<file path="src/rtl/fifo_pkg.sv">
// Shared helpers for the async FIFO pointer blocks (write and read side).
// The Gray helpers work on a fixed wide vector so one function serves any
// pointer width up to GW bits; callers zero-extend and slice the result.
package fifo_pkg;

  localparam int ADDR_W_DEF = 3;
  localparam int GW         = 16;

  // FIFO depth for a given RAM address width.
  function automatic int depth(input int aw);
    return 1 << aw;
  endfunction

  // Binary to reflected Gray code.
  function automatic logic [GW-1:0] bin2gray(input logic [GW-1:0] b);
    return b ^ (b >> 1);
  endfunction

  // Reflected Gray code back to binary (prefix XOR from the MSB down).
  function automatic logic [GW-1:0] gray2bin(input logic [GW-1:0] g);
    logic [GW-1:0] b;
    b[GW-1] = g[GW-1];
    for (int i = GW - 2; i >= 0; i--) begin
      b[i] = b[i+1] ^ g[i];
    end
    return b;
  endfunction

endpackage

</file>
<file path="src/rtl/fifo_wptr_full_if.sv">
// Write-side bus of the FIFO pointer controller.
// Handshake: winc is a write request; a write is accepted on the clk edge
// where wen is high (wen = winc & ~wfull). A request while wfull is high is
// dropped and recorded in the sticky woverflow flag until clr_ovf.
interface fifo_wptr_full_if
  import fifo_pkg::*;
#(
  parameter int ADDR_W = ADDR_W_DEF
);
  localparam int PW = ADDR_W + 1;

  logic              winc;
  logic [PW-1:0]     wq2_rptr;
  logic              clr_ovf;
  logic [ADDR_W-1:0] waddr;
  logic              wen;
  logic [PW-1:0]     wptr;
  logic              wfull;
  logic              walmost_full;
  logic [PW-1:0]     wlevel;
  logic              woverflow;

  modport slave (
    input  winc, wq2_rptr, clr_ovf,
    output waddr, wen, wptr, wfull, walmost_full, wlevel, woverflow
  );

  modport master (
    output winc, wq2_rptr, clr_ovf,
    input  waddr, wen, wptr, wfull, walmost_full, wlevel, woverflow
  );

endinterface

</file>
<file path="src/rtl/fifo_wptr_full.sv">
// Write-domain pointer and flag controller of the async FIFO.
// Keeps the binary write pointer (RAM address), publishes a registered Gray
// pointer for the read-side synchronizer, and derives full, almost-full,
// fill level and sticky overflow from the synchronized read Gray pointer.
// Every flag is registered, so wq2_rptr reaches no output combinationally.
module fifo_wptr_full
  import fifo_pkg::*;
#(
  parameter int ADDR_W   = ADDR_W_DEF,
  parameter int AF_LEVEL = 6
) (
  input  logic              clk,
  input  logic              rst,
  fifo_wptr_full_if.slave   bus
);

  localparam int PW       = ADDR_W + 1;
  localparam int DEPTH    = depth(ADDR_W);
  localparam int AF_CLAMP = (AF_LEVEL > DEPTH) ? DEPTH : AF_LEVEL;
  localparam logic [PW-1:0] AF_CMP = PW'(AF_CLAMP);

  logic [PW-1:0] r_wbin;
  logic [PW-1:0] r_wptr;
  logic          r_full;
  logic          r_af;
  logic [PW-1:0] r_level;
  logic          r_ovf;

  logic          w_wen;
  logic [PW-1:0] w_wbin_next;
  logic [GW-1:0] w_gray_wide;
  logic [PW-1:0] w_gray_next;
  logic [GW-1:0] w_rbin_wide;
  logic [PW-1:0] w_rbin_s;
  logic [PW-1:0] w_full_cmp;
  logic          w_full_next;
  logic [PW-1:0] w_level_next;
  logic          w_af_next;
  logic          w_ovf_next;
  logic          w_unused_hi;

  // Accept only when not full; wbin wraps naturally modulo 2**PW.
  assign w_wen       = bus.winc & ~r_full;
  assign w_wbin_next = r_wbin + {{(PW-1){1'b0}}, w_wen};

  // Gray conversions through the shared package helpers.
  assign w_gray_wide = bin2gray({{(GW-PW){1'b0}}, w_wbin_next});
  assign w_gray_next = w_gray_wide[PW-1:0];
  assign w_rbin_wide = gray2bin({{(GW-PW){1'b0}}, bus.wq2_rptr});
  assign w_rbin_s    = w_rbin_wide[PW-1:0];
  assign w_unused_hi = ^{w_gray_wide[GW-1:PW], w_rbin_wide[GW-1:PW]};

  // Full when the next write pointer is exactly one lap ahead of the read
  // pointer: in Gray code that means the top two bits inverted, rest equal.
  assign w_full_cmp   = {~bus.wq2_rptr[PW-1:PW-2], bus.wq2_rptr[PW-3:0]};
  assign w_full_next  = (w_gray_next == w_full_cmp);
  assign w_level_next = w_wbin_next - w_rbin_s;
  assign w_af_next    = (w_level_next >= AF_CMP);

  // Overflow set wins over clear when both happen in one cycle.
  assign w_ovf_next = (bus.winc & r_full) | (r_ovf & ~bus.clr_ovf);

  // Pointer and flag registers, cleared asynchronously.
  always_ff @(posedge clk or negedge rst) begin
    if (!rst) begin
      r_wbin  <= '0;
      r_wptr  <= '0;
      r_full  <= 1'b0;
      r_af    <= 1'b0;
      r_level <= '0;
      r_ovf   <= 1'b0;
    end else begin
      r_wbin  <= w_wbin_next;
      r_wptr  <= w_gray_next;
      r_full  <= w_full_next;
      r_af    <= w_af_next;
      r_level <= w_level_next;
      r_ovf   <= w_ovf_next;
    end
  end

  assign bus.waddr        = r_wbin[ADDR_W-1:0];
  assign bus.wen          = w_wen;
  assign bus.wptr         = r_wptr;
  assign bus.wfull        = r_full;
  assign bus.walmost_full = r_af;
  assign bus.wlevel       = r_level;
  assign bus.woverflow    = r_ovf;

endmodule

</file>
<file path="src/flat_wrapper.sv">
// flat-port wrapper written by rule: the top's interface ports become plain ports
module fifo_wptr_full_flat import fifo_pkg::*;
#(
  parameter int ADDR_W   = ADDR_W_DEF,
  parameter int AF_LEVEL = 6
)
  (clk, rst, bus_winc, bus_wq2_rptr, bus_clr_ovf, bus_waddr, bus_wen, bus_wptr, bus_wfull, bus_walmost_full, bus_wlevel, bus_woverflow);
  fifo_wptr_full_if #(.ADDR_W(ADDR_W)) bus_i ();
  input  logic clk;
  input  logic rst;
  input wire logic [$bits(bus_i.winc)-1:0] bus_winc;
  input wire logic [$bits(bus_i.wq2_rptr)-1:0] bus_wq2_rptr;
  input wire logic [$bits(bus_i.clr_ovf)-1:0] bus_clr_ovf;
  output wire logic [$bits(bus_i.waddr)-1:0] bus_waddr;
  output wire logic [$bits(bus_i.wen)-1:0] bus_wen;
  output wire logic [$bits(bus_i.wptr)-1:0] bus_wptr;
  output wire logic [$bits(bus_i.wfull)-1:0] bus_wfull;
  output wire logic [$bits(bus_i.walmost_full)-1:0] bus_walmost_full;
  output wire logic [$bits(bus_i.wlevel)-1:0] bus_wlevel;
  output wire logic [$bits(bus_i.woverflow)-1:0] bus_woverflow;
  assign bus_i.winc = bus_winc;
  assign bus_i.wq2_rptr = bus_wq2_rptr;
  assign bus_i.clr_ovf = bus_clr_ovf;
  assign bus_waddr = bus_i.waddr;
  assign bus_wen = bus_i.wen;
  assign bus_wptr = bus_i.wptr;
  assign bus_wfull = bus_i.wfull;
  assign bus_walmost_full = bus_i.walmost_full;
  assign bus_wlevel = bus_i.wlevel;
  assign bus_woverflow = bus_i.woverflow;
  fifo_wptr_full #(.ADDR_W(ADDR_W), .AF_LEVEL(AF_LEVEL)) u_core (.clk(clk), .rst(rst), .bus(bus_i));
endmodule
</file>
<file path="config.mk">
export PLATFORM = sky130hd
export DESIGN_NAME = fifo_wptr_full_flat
export DESIGN_NICKNAME = d
export VERILOG_FILES = /design/src/rtl/fifo_pkg.sv /design/src/rtl/fifo_wptr_full_if.sv /design/src/rtl/fifo_wptr_full.sv /design/src/flat_wrapper.sv
export SDC_FILE = /design/constraint.sdc
export NUM_CORES = 1
export LEC_CHECK = 0
export ABC_AREA = 0
export ABC_CLOCK_PERIOD_IN_PS = 6150
export BUFFER_PORTS_ARGS = -buffer_cell sky130_fd_sc_hd__buf_2
export CAP_MARGIN = 5
export CORE_UTILIZATION = 50
export DETAILED_ROUTE_END_ITERATION = 8
export PLACE_DENSITY = 0.75
export SETUP_SLACK_MARGIN = 0.1
export SLEW_MARGIN = 20
export SYNTH_ARGS = -nofsm -noshare
export SYNTH_HDL_FRONTEND = slang
export SYNTH_SLANG_ARGS = --single-unit
</file>
<file path="constraint.sdc">
create_clock -name clk -period 6.15 [get_ports clk]
set_input_delay 0.615 -clock clk [delete_from_list [all_inputs] [get_ports clk]]
set_output_delay 0.615 -clock clk [all_outputs]
set_load 0.005 [all_outputs]
</file>
==> results of run 1 <==
## worst max-delay path by stage
stage,endpoint,start,slack [ns]
2_1_floorplan,u_core.bus.walmost_full,bus_winc,3.64
3_5_place_dp,u_core.bus.walmost_full,bus_winc,3.37
6_report,u_core.bus.walmost_full,bus_winc,3.64
3_3_place_gp,u_core.bus.walmost_full,bus_winc,3.43
4_1_cts,u_core.bus.walmost_full,bus_winc,3.64
5_1_grt,u_core.bus.walmost_full,bus_winc,3.57
## power by group through the flow
stage               logic, uW  clock network [uW]  registers (uW)
finish                    353                64.7             166
global route              395                72.3             174
CTS                       356                66.7             167
detailed placement        352                   0             169
global placement          342                   0             167
floorplan                 245                   0             176
## kinds of logic after synthesis
| kind of cell | share of synthesized area, % |
|---|---|
| muxes | 1.39 |
| DFF | 48.6 |
| and+or+nand+nor | 4.52 |
| xor gates and xnor gates | 20.5 |
| AOI/OAI and AO/OA | 9.38 |
| adders and majority gates | 11.5 |
| buffers and inverters | 4.17 |
## placed cells by master, fill, tap and decap left out, types with 2 or more instances in the layout
cell type | netlist | final
dfrtp_1 | 14 | 14
xor2_1 | 5 | 5
inv_1 | 8 | 8
ha_1 | 5 | 5
xnor2_1 | 10 | 10
buf_2 | 0 | 22
nand3_1 | 2 | 2
clkbuf_4 | 0 | 3
## final cells by class
class / instances / area share (%)
Tap cell: 15 / 2.12
Clock buffer: 4 / 4.10
Timing Repair Buffer: 22 / 12.4
Multi-Input combinational cell: 38 / 38.4
Inverter: 8 / 3.39
Sequential cell: 14 / 39.5
## metrics by stage
stage,cells,cell area [sq um]
final,101,886
after global placement,97,850
after CTS,101,886
after floorplan,60,721
after global routing,101,886
after detailed placement,97,850
## state kept, by name, indices dropped and copies added, names as in the netlist
register,cells
u_core.bus.wfull,1
u_core.r_wbin,4
u_core.bus.walmost_full,1
u_core.bus.wlevel,4
u_core.bus.wptr,3
u_core.bus.woverflow,1
## per-layer routing
metal,routed length [um],vias up,GRT usage (%)
met5,0,-,0
met3,58,2,5.56
met2,541,17,28.6
li1,-,252,-
met4,19,0,10.3
met1,594,231,23.8
==> qor.tcl, run 1 <==
set qor(synth-edff-count) 0
set qor(yosysUniqueCellTypes) 22
set qor(path_delay_family) {adder cells}
set qor(synth.net_count) 74
set qor(initial_core_util_pct) 54.7
set qor(report.final.slew_viol_count) 0
set qor(drtAntennaViolNets) 0
set qor(final_nets) 101
set qor(clkSinkCount) 14
set qor(placed_wire_length_estimate_um) 946
set qor(cellPowerDensity_mw_per_mm2) 660
set qor(h-tree-depth) 1
set qor(holdWs_ns) 0.218
set qor(grt_max_degree) 15
set qor(synthDominantCellAreaShare_pct) 48.6
set qor(power_switching_share_pct) 40.2
set qor(detailedRoute.firstIterationViolations) 10
set qor(ff_latch_area_sq_um) 350
set qor(power_switching_uw) 235
set qor(clkTransAtPathRegs_ns) 0.08
set qor(post_route_cells_drive_above_1_share_pct) 32.6
set qor(synthFlopType) {dfrtp_1}
set qor(reg2reg_setup_slack_ns) 3.79
set qor(rsz0062_at_grt) {false}
set qor(wl_per_cell_um) 12.0
set qor(startpoint_type) {input port}
set qor(worst_slack_ns) 3.64
set qor(ff_latch_count_synth) 14
set qor(critical_path_cell_count) 10
set qor(maxCapViolCount) 0
set qor(worst-endpoint-required_ns) 6.30
set qor(postSynth.asyncResetShare_pct) 100
set qor(first_global_vias) 418
set qor(globalplace.congestion) 0.791
set qor(cts-hold-fix-buffers) 0
set qor(cts_tree) {done}
set qor(criticalPathCategory) {in2reg}
set qor(clockPowerShare_pct) 11.1
set qor(layout.filler_cells) 106
set qor(max-vdd-ir-drop_v) 0.000340
set qor(post_cts_buffers) 0
set qor(worst_r2r_path_depth) 9
set qor(finalHoldViolCount) 0
set qor(yosys.cell_count.top_type) {dfrtp_1}
set qor(min-delay-path-class) {in2async}
set qor(worst-path-buf-inv) 3
set qor(finalSetupViolCount) 0
set qor(route.detailed.drc) 0
set qor(numCtsBuffers) 3
set qor(core_area_sq_mm) 0.00132
set qor(ys.warnings.count) 0
set qor(critical_path_endpoint_category) {flip-flop}
set qor(seq_pwr_share_pct) 28.5
set qor(clockRootBuffer) {clkbuf_4}
set qor(power_leakage_uw) 0.000449
set qor(syn_inst) 60
set qor(dp_worst_setup_slack_ns) 3.37
set qor(synth_area_leader_cell) {dfrtp_1}
set qor(finalCritPeriodShare_pct) 40.8
set qor(multiInputGateArea_sq_um) 340
set qor(actual_slew_at_the_worst_max_slew_pin_ns) 0.380
set qor(post-route-util_pct) 67.2
set qor(vias) 502
set qor(clock-skew-final_ns) 0.00122
set qor(fin_tns_setup_ns) 0
set qor(drtPass1Iterations) 4
set qor(worstPathArrival_ns) 2.66
set qor(synth_sequential_area_ratio_pct) 48.6
set qor(worstReg2RegEnd) {u_core.bus.walmost_full}
set qor(max_clock_freq_mhz) 398
set qor(crit-reg2reg-launch) {u_core.bus.wfull}
set qor(post_synth_main_area_contributors) {dfrtp_1 (49%), xnor2_1 (12%), ha_1 (8.7%)}
set qor(design.die.area_sq_mm) 0.00160
set qor(overflow) 0
set qor(synthesis.area_sq_um) 721
set qor(syn_to_final_growth_pct) 22.9
set qor(final_period_minus_worst_setup_slack_ns) 2.51
set qor(cp_slowest_cell) {fa_1}
set qor(grt_pass1_wl_um) 1860
set qor(synth_area_per_cell_sq_um) 12.0
set qor(run_status) {complete, no violations}
set qor(worst_skew_pair.late_latency_ns) 0.27
set qor(power_frac_comb_pct) 60.5
set qor(ioPinCount) 23
set qor(cell_internal_pwr_uw) 349
set qor(post_cts.resized_instances) 0
set qor(place.port_buffers) 22
set qor(core.rowCount) 13
set qor(grt_antenna_before_repair) 0
set qor(routed_wirelength_um) 1210
set qor(die_w_um) 40.0
set qor(worst_slew_margin_rel_pct) 74.5
set qor(via_per_inst) 4.97
set qor(critical_path.max_fanout) 6
set qor(fp.dieH_um) 40.0
set qor(grt_use_total_pct) 18.8
set qor(synthTopCellsByCount) {dfrtp_1 (14), xnor2_1 (10), inv_1 (8)}
set qor(clockBufferDepth) 2
set qor(antennaDiodeCount) 0
set qor(p_total_uw) 584
set qor(critical_path.max_stage_delay_ns) 0.60
set qor(critical_path.cell_chain) {buf_2 -> nor2b_1 -> ha_1 -> ha_1 -> inv_1 -> fa_1 -> inv_1 -> and3_1 -> a31oi_1 -> o211ai_1}
Note: power is estimated with default switching activity, not from simulation.
==> inputs of run 2 (changes only) <==
--- a/config.mk
+++ b/config.mk
@@ -6,12 +6,12 @@
 export NUM_CORES = 1
 export LEC_CHECK = 0
 export ABC_AREA = 0
-export ABC_CLOCK_PERIOD_IN_PS = 6150
+export ABC_CLOCK_PERIOD_IN_PS = 2600
 export BUFFER_PORTS_ARGS = -buffer_cell sky130_fd_sc_hd__buf_2
 export CAP_MARGIN = 5
-export CORE_UTILIZATION = 50
+export CORE_UTILIZATION = 48
 export DETAILED_ROUTE_END_ITERATION = 8
-export PLACE_DENSITY = 0.75
+export PLACE_DENSITY = 0.72
 export SETUP_SLACK_MARGIN = 0.1
 export SLEW_MARGIN = 20
 export SYNTH_ARGS = -nofsm -noshare
==> constraint.sdc (replaced) <==
create_clock -name clk -period 2.6 [get_ports clk]
set_input_delay 0.26 -clock clk [delete_from_list [all_inputs] [get_ports clk]]
set_output_delay 0.26 -clock clk [all_outputs]
set_load 0.005 [all_outputs]
==> run 2 against run 1 <==
Power is 130% higher; clock skew is 0.00086 ns higher; die area rose by 4.0%; sequential power up 140%; global-route usage fell by 2.3 points; wire length fell by 7.8%; critical path type is now reg2reg.
==> qor.tcl, run 2 (same netlist as run 1, synthesis figures left out) <==
set qor(cts-hold-fix-buffers) 1 ;# +1
set qor(min-delay-path-class) {in2reg}
set qor(ioPinCount) 23 ;# unchanged
set qor(rsz0062_at_grt) {false}
set qor(initial_core_util_pct) 53.4 ;# -1.3 points
set qor(grt_met3_usage_pct) 4.89 ;# -0.66 points
set qor(post_cts_buffers) 0 ;# unchanged
set qor(final_period_minus_worst_setup_slack_ns) 2.32
set qor(clkSinkCount) 14 ;# unchanged
set qor(gr-usage-met2_pct) 25.0 ;# -3.6 points
set qor(critical_path_endpoint_category) {flip-flop}
set qor(cp_slowest_cell) {fa_1}
set qor(first_global_vias) 428 ;# +2.4%
set qor(power_switching_uw) 539 ;# +130%
set qor(maxCapViolCount) 0 ;# unchanged
set qor(vias) 494 ;# -1.6%
set qor(use_met1_pct) 21.6 ;# -2.2 points
set qor(route.detailed.drc) 0 ;# unchanged
set qor(drtPass1Iterations) 3 ;# -1
set qor(worstReg2RegEnd) {u_core.bus.walmost_full}
set qor(hold_start) {bus_clr_ovf}
set qor(cts_tree) {done}
set qor(cell_internal_pwr_uw) 793 ;# +130%
set qor(core.rowCount) 13 ;# unchanged
set qor(placed_wire_length_estimate_um) 928 ;# -2.0%
set qor(startpoint_type) {flip-flop}
set qor(clockRootBuffer) {clkbuf_4}
set qor(reg2reg_setup_slack_ns) 0.28 ;# -3.51 ns
set qor(clkTransAtPathRegs_ns) 0.07 ;# about the same
set qor(worstPathArrival_ns) 2.47 ;# -0.19 ns
set qor(critical_path.max_stage_delay_ns) 0.58 ;# -0.02 ns
set qor(layout_commonest_cell) {buf_2}
set qor(finalHoldViolCount) 0 ;# unchanged
set qor(critical_path.max_fanout) 6 ;# unchanged
set qor(multiInputGateArea_sq_um) 340 ;# unchanged
set qor(grt_pass1_wl_um) 1710 ;# -7.8%
set qor(core_area_sq_mm) 0.00135 ;# +2.5%
set qor(cellPowerDensity_mw_per_mm2) 1510 ;# +130%
set qor(criticalPathCategory) {reg2reg}
set qor(worst_slack_ns) 0.281 ;# -3.36 ns
set qor(wl_per_cell_um) 11.1 ;# -7.8%
set qor(grt_max_degree) 15 ;# unchanged
set qor(ff_latch_area_sq_um) 350 ;# unchanged
set qor(worst_skew_pair.late_latency_ns) 0.27 ;# about the same
set qor(postPlaceCellArea_sq_um) 850 ;# unchanged
set qor(power_frac_comb_pct) 62.0 ;# +1.5 points
set qor(report.final.slew_viol_count) 0 ;# unchanged
set qor(syn_to_final_growth_pct) 22.4
set qor(drtAntennaViolNets) 0 ;# unchanged
set qor(seq_pwr_share_pct) 29.6 ;# +1.1 points
set qor(final_nets) 102 ;# +0.99%
set qor(grt_antenna_before_repair) 0 ;# unchanged
set qor(max_clock_freq_mhz) 431
set qor(globalplace.congestion) 0.818 ;# +3.4%
set qor(power_switching_share_pct) 40.4 ;# +0.20 points
set qor(fin_tns_setup_ns) 0 ;# unchanged
set qor(grt_use_total_pct) 16.5 ;# -2.3 points
set qor(clockBufferDepth) 2 ;# unchanged
set qor(run_status) {complete, no violations}
set qor(critical_path.cell_chain) {nor2b_1 -> ha_1 -> ha_1 -> inv_1 -> fa_1 -> inv_1 -> and3_1 -> a31oi_1 -> o211ai_1}
set qor(h-tree-depth) 1 ;# unchanged
set qor(max-vdd-ir-drop_v) 0.000805 ;# +140%
set qor(power_leakage_uw) 0.000446 ;# -0.67%
set qor(post_cts.resized_instances) 0 ;# unchanged
set qor(die_w_um) 40.8 ;# +2.0%
set qor(cp_startpoint) {u_core.bus.wfull}
set qor(worst-endpoint-required_ns) 2.75 ;# -3.55 ns
set qor(design.die.area_sq_mm) 0.00166 ;# +4.0%
set qor(clockPowerShare_pct) 8.4 ;# -2.7 points
set qor(layout.filler_cells) 106 ;# unchanged
set qor(layout.cells.most_common_list) {buf_2 (22), dfrtp_1 (14), xnor2_1 (10)}
set qor(worst_r2r_path_depth) 9 ;# unchanged
set qor(clock-skew-final_ns) 0.00208 ;# +0.000861 ns
set qor(actual_slew_at_the_worst_max_slew_pin_ns) 0.408 ;# +0.0279 ns
set qor(finalCritPeriodShare_pct) 89.2
set qor(place.port_buffers) 22 ;# unchanged
set qor(crit-reg2reg-launch) {u_core.bus.wfull}
set qor(antennaDiodeCount) 0 ;# unchanged
set qor(critPathCapture) {u_core.bus.walmost_full}
set qor(dp_worst_setup_slack_ns) 0.200 ;# -3.17 ns
set qor(post_route_cells_drive_above_1_share_pct) 31.4 ;# -1.2 points
set qor(final_area_sq_um) 882 ;# -0.42%
set qor(routed_wirelength_um) 1120 ;# -7.8%
set qor(top_usage_layer) {met2}
set qor(numCtsBuffers) 3 ;# unchanged
set qor(fp.dieH_um) 40.8 ;# +2.0%
set qor(detailedRoute.firstIterationViolations) 1 ;# -9
set qor(finalSetupViolCount) 0 ;# unchanged
set qor(overflow) 0 ;# unchanged
set qor(holdWs_ns) 0.159 ;# -0.0591 ns
set qor(worst_slew_margin_rel_pct) 72.6 ;# -1.9 points
set qor(via_per_inst) 4.89 ;# -1.6%
## run 2: cell types whose count changed in the layout (fill, tap and decap cells not counted)
cell and delta:
clkbuf_8 -1, dlygate4sd3_1 +1
## run 2: layer usage
layer | vias to the layer above | routed length [um]
li1 | 254 | -
met1 | 223 | 560
met2 | 15 | 498
met3 | 2 | 42
met4 | 0 | 18
met5 | - | 0
## run 2: stage by stage
step / total power [uW] / cells / util (%)
final: 1330 / 101 / 65.3
after global routing: 1470 / 101 / 65.3
after CTS: 1350 / 101 / 65.3
after detailed placement: 1230 / 97 / 62.9
after global placement: 1210 / 97 / 62.9
after floorplan: 997 / 60 / -
## run 2: cell type report
cell class | instances | share of cell area (%)
Sequential cell | 14 | 39.7
Multi-Input combinational cell | 38 | 38.6
Timing Repair Buffer | 23 | 13.6
Inverter | 8 | 3.40
Clock buffer | 3 | 2.55
Tap cell | 15 | 2.13
## run 2: worst min-delay path by stage
stage                                    endpoint  slack [ns]  cells past startpoint
final                        u_core.bus.woverflow        0.16                      2
after global routing         u_core.bus.woverflow        0.16                      2
after CTS                    u_core.bus.woverflow        0.15                      2
after detailed placement     u_core.bus.woverflow        0.17                      1
after global placement       u_core.bus.woverflow        0.17                      1
after floorplan           u_core.bus.walmost_full       -0.04                      0
## run 2: critical path: cells and delay by family, from the launching register on
family,cells,cell delay [ns]
adder cells (fa/ha/maj),3,1.19
flip-flops,1,0.36
AO/OA/AOI/OAI,2,0.25
AND/OR/NAND/NOR,2,0.24
buffers and inverters,2,0.18
## run 2: power by group through the flow
stage / clock network [uW] / logic (uW) / registers (uW)
floorplan: 0 / 580 / 416
global placement: 0 / 808 / 398
detailed placement: 0 / 829 / 401
CTS: 117 / 833 / 396
global route: 129 / 931 / 412
finish: 112 / 825 / 395
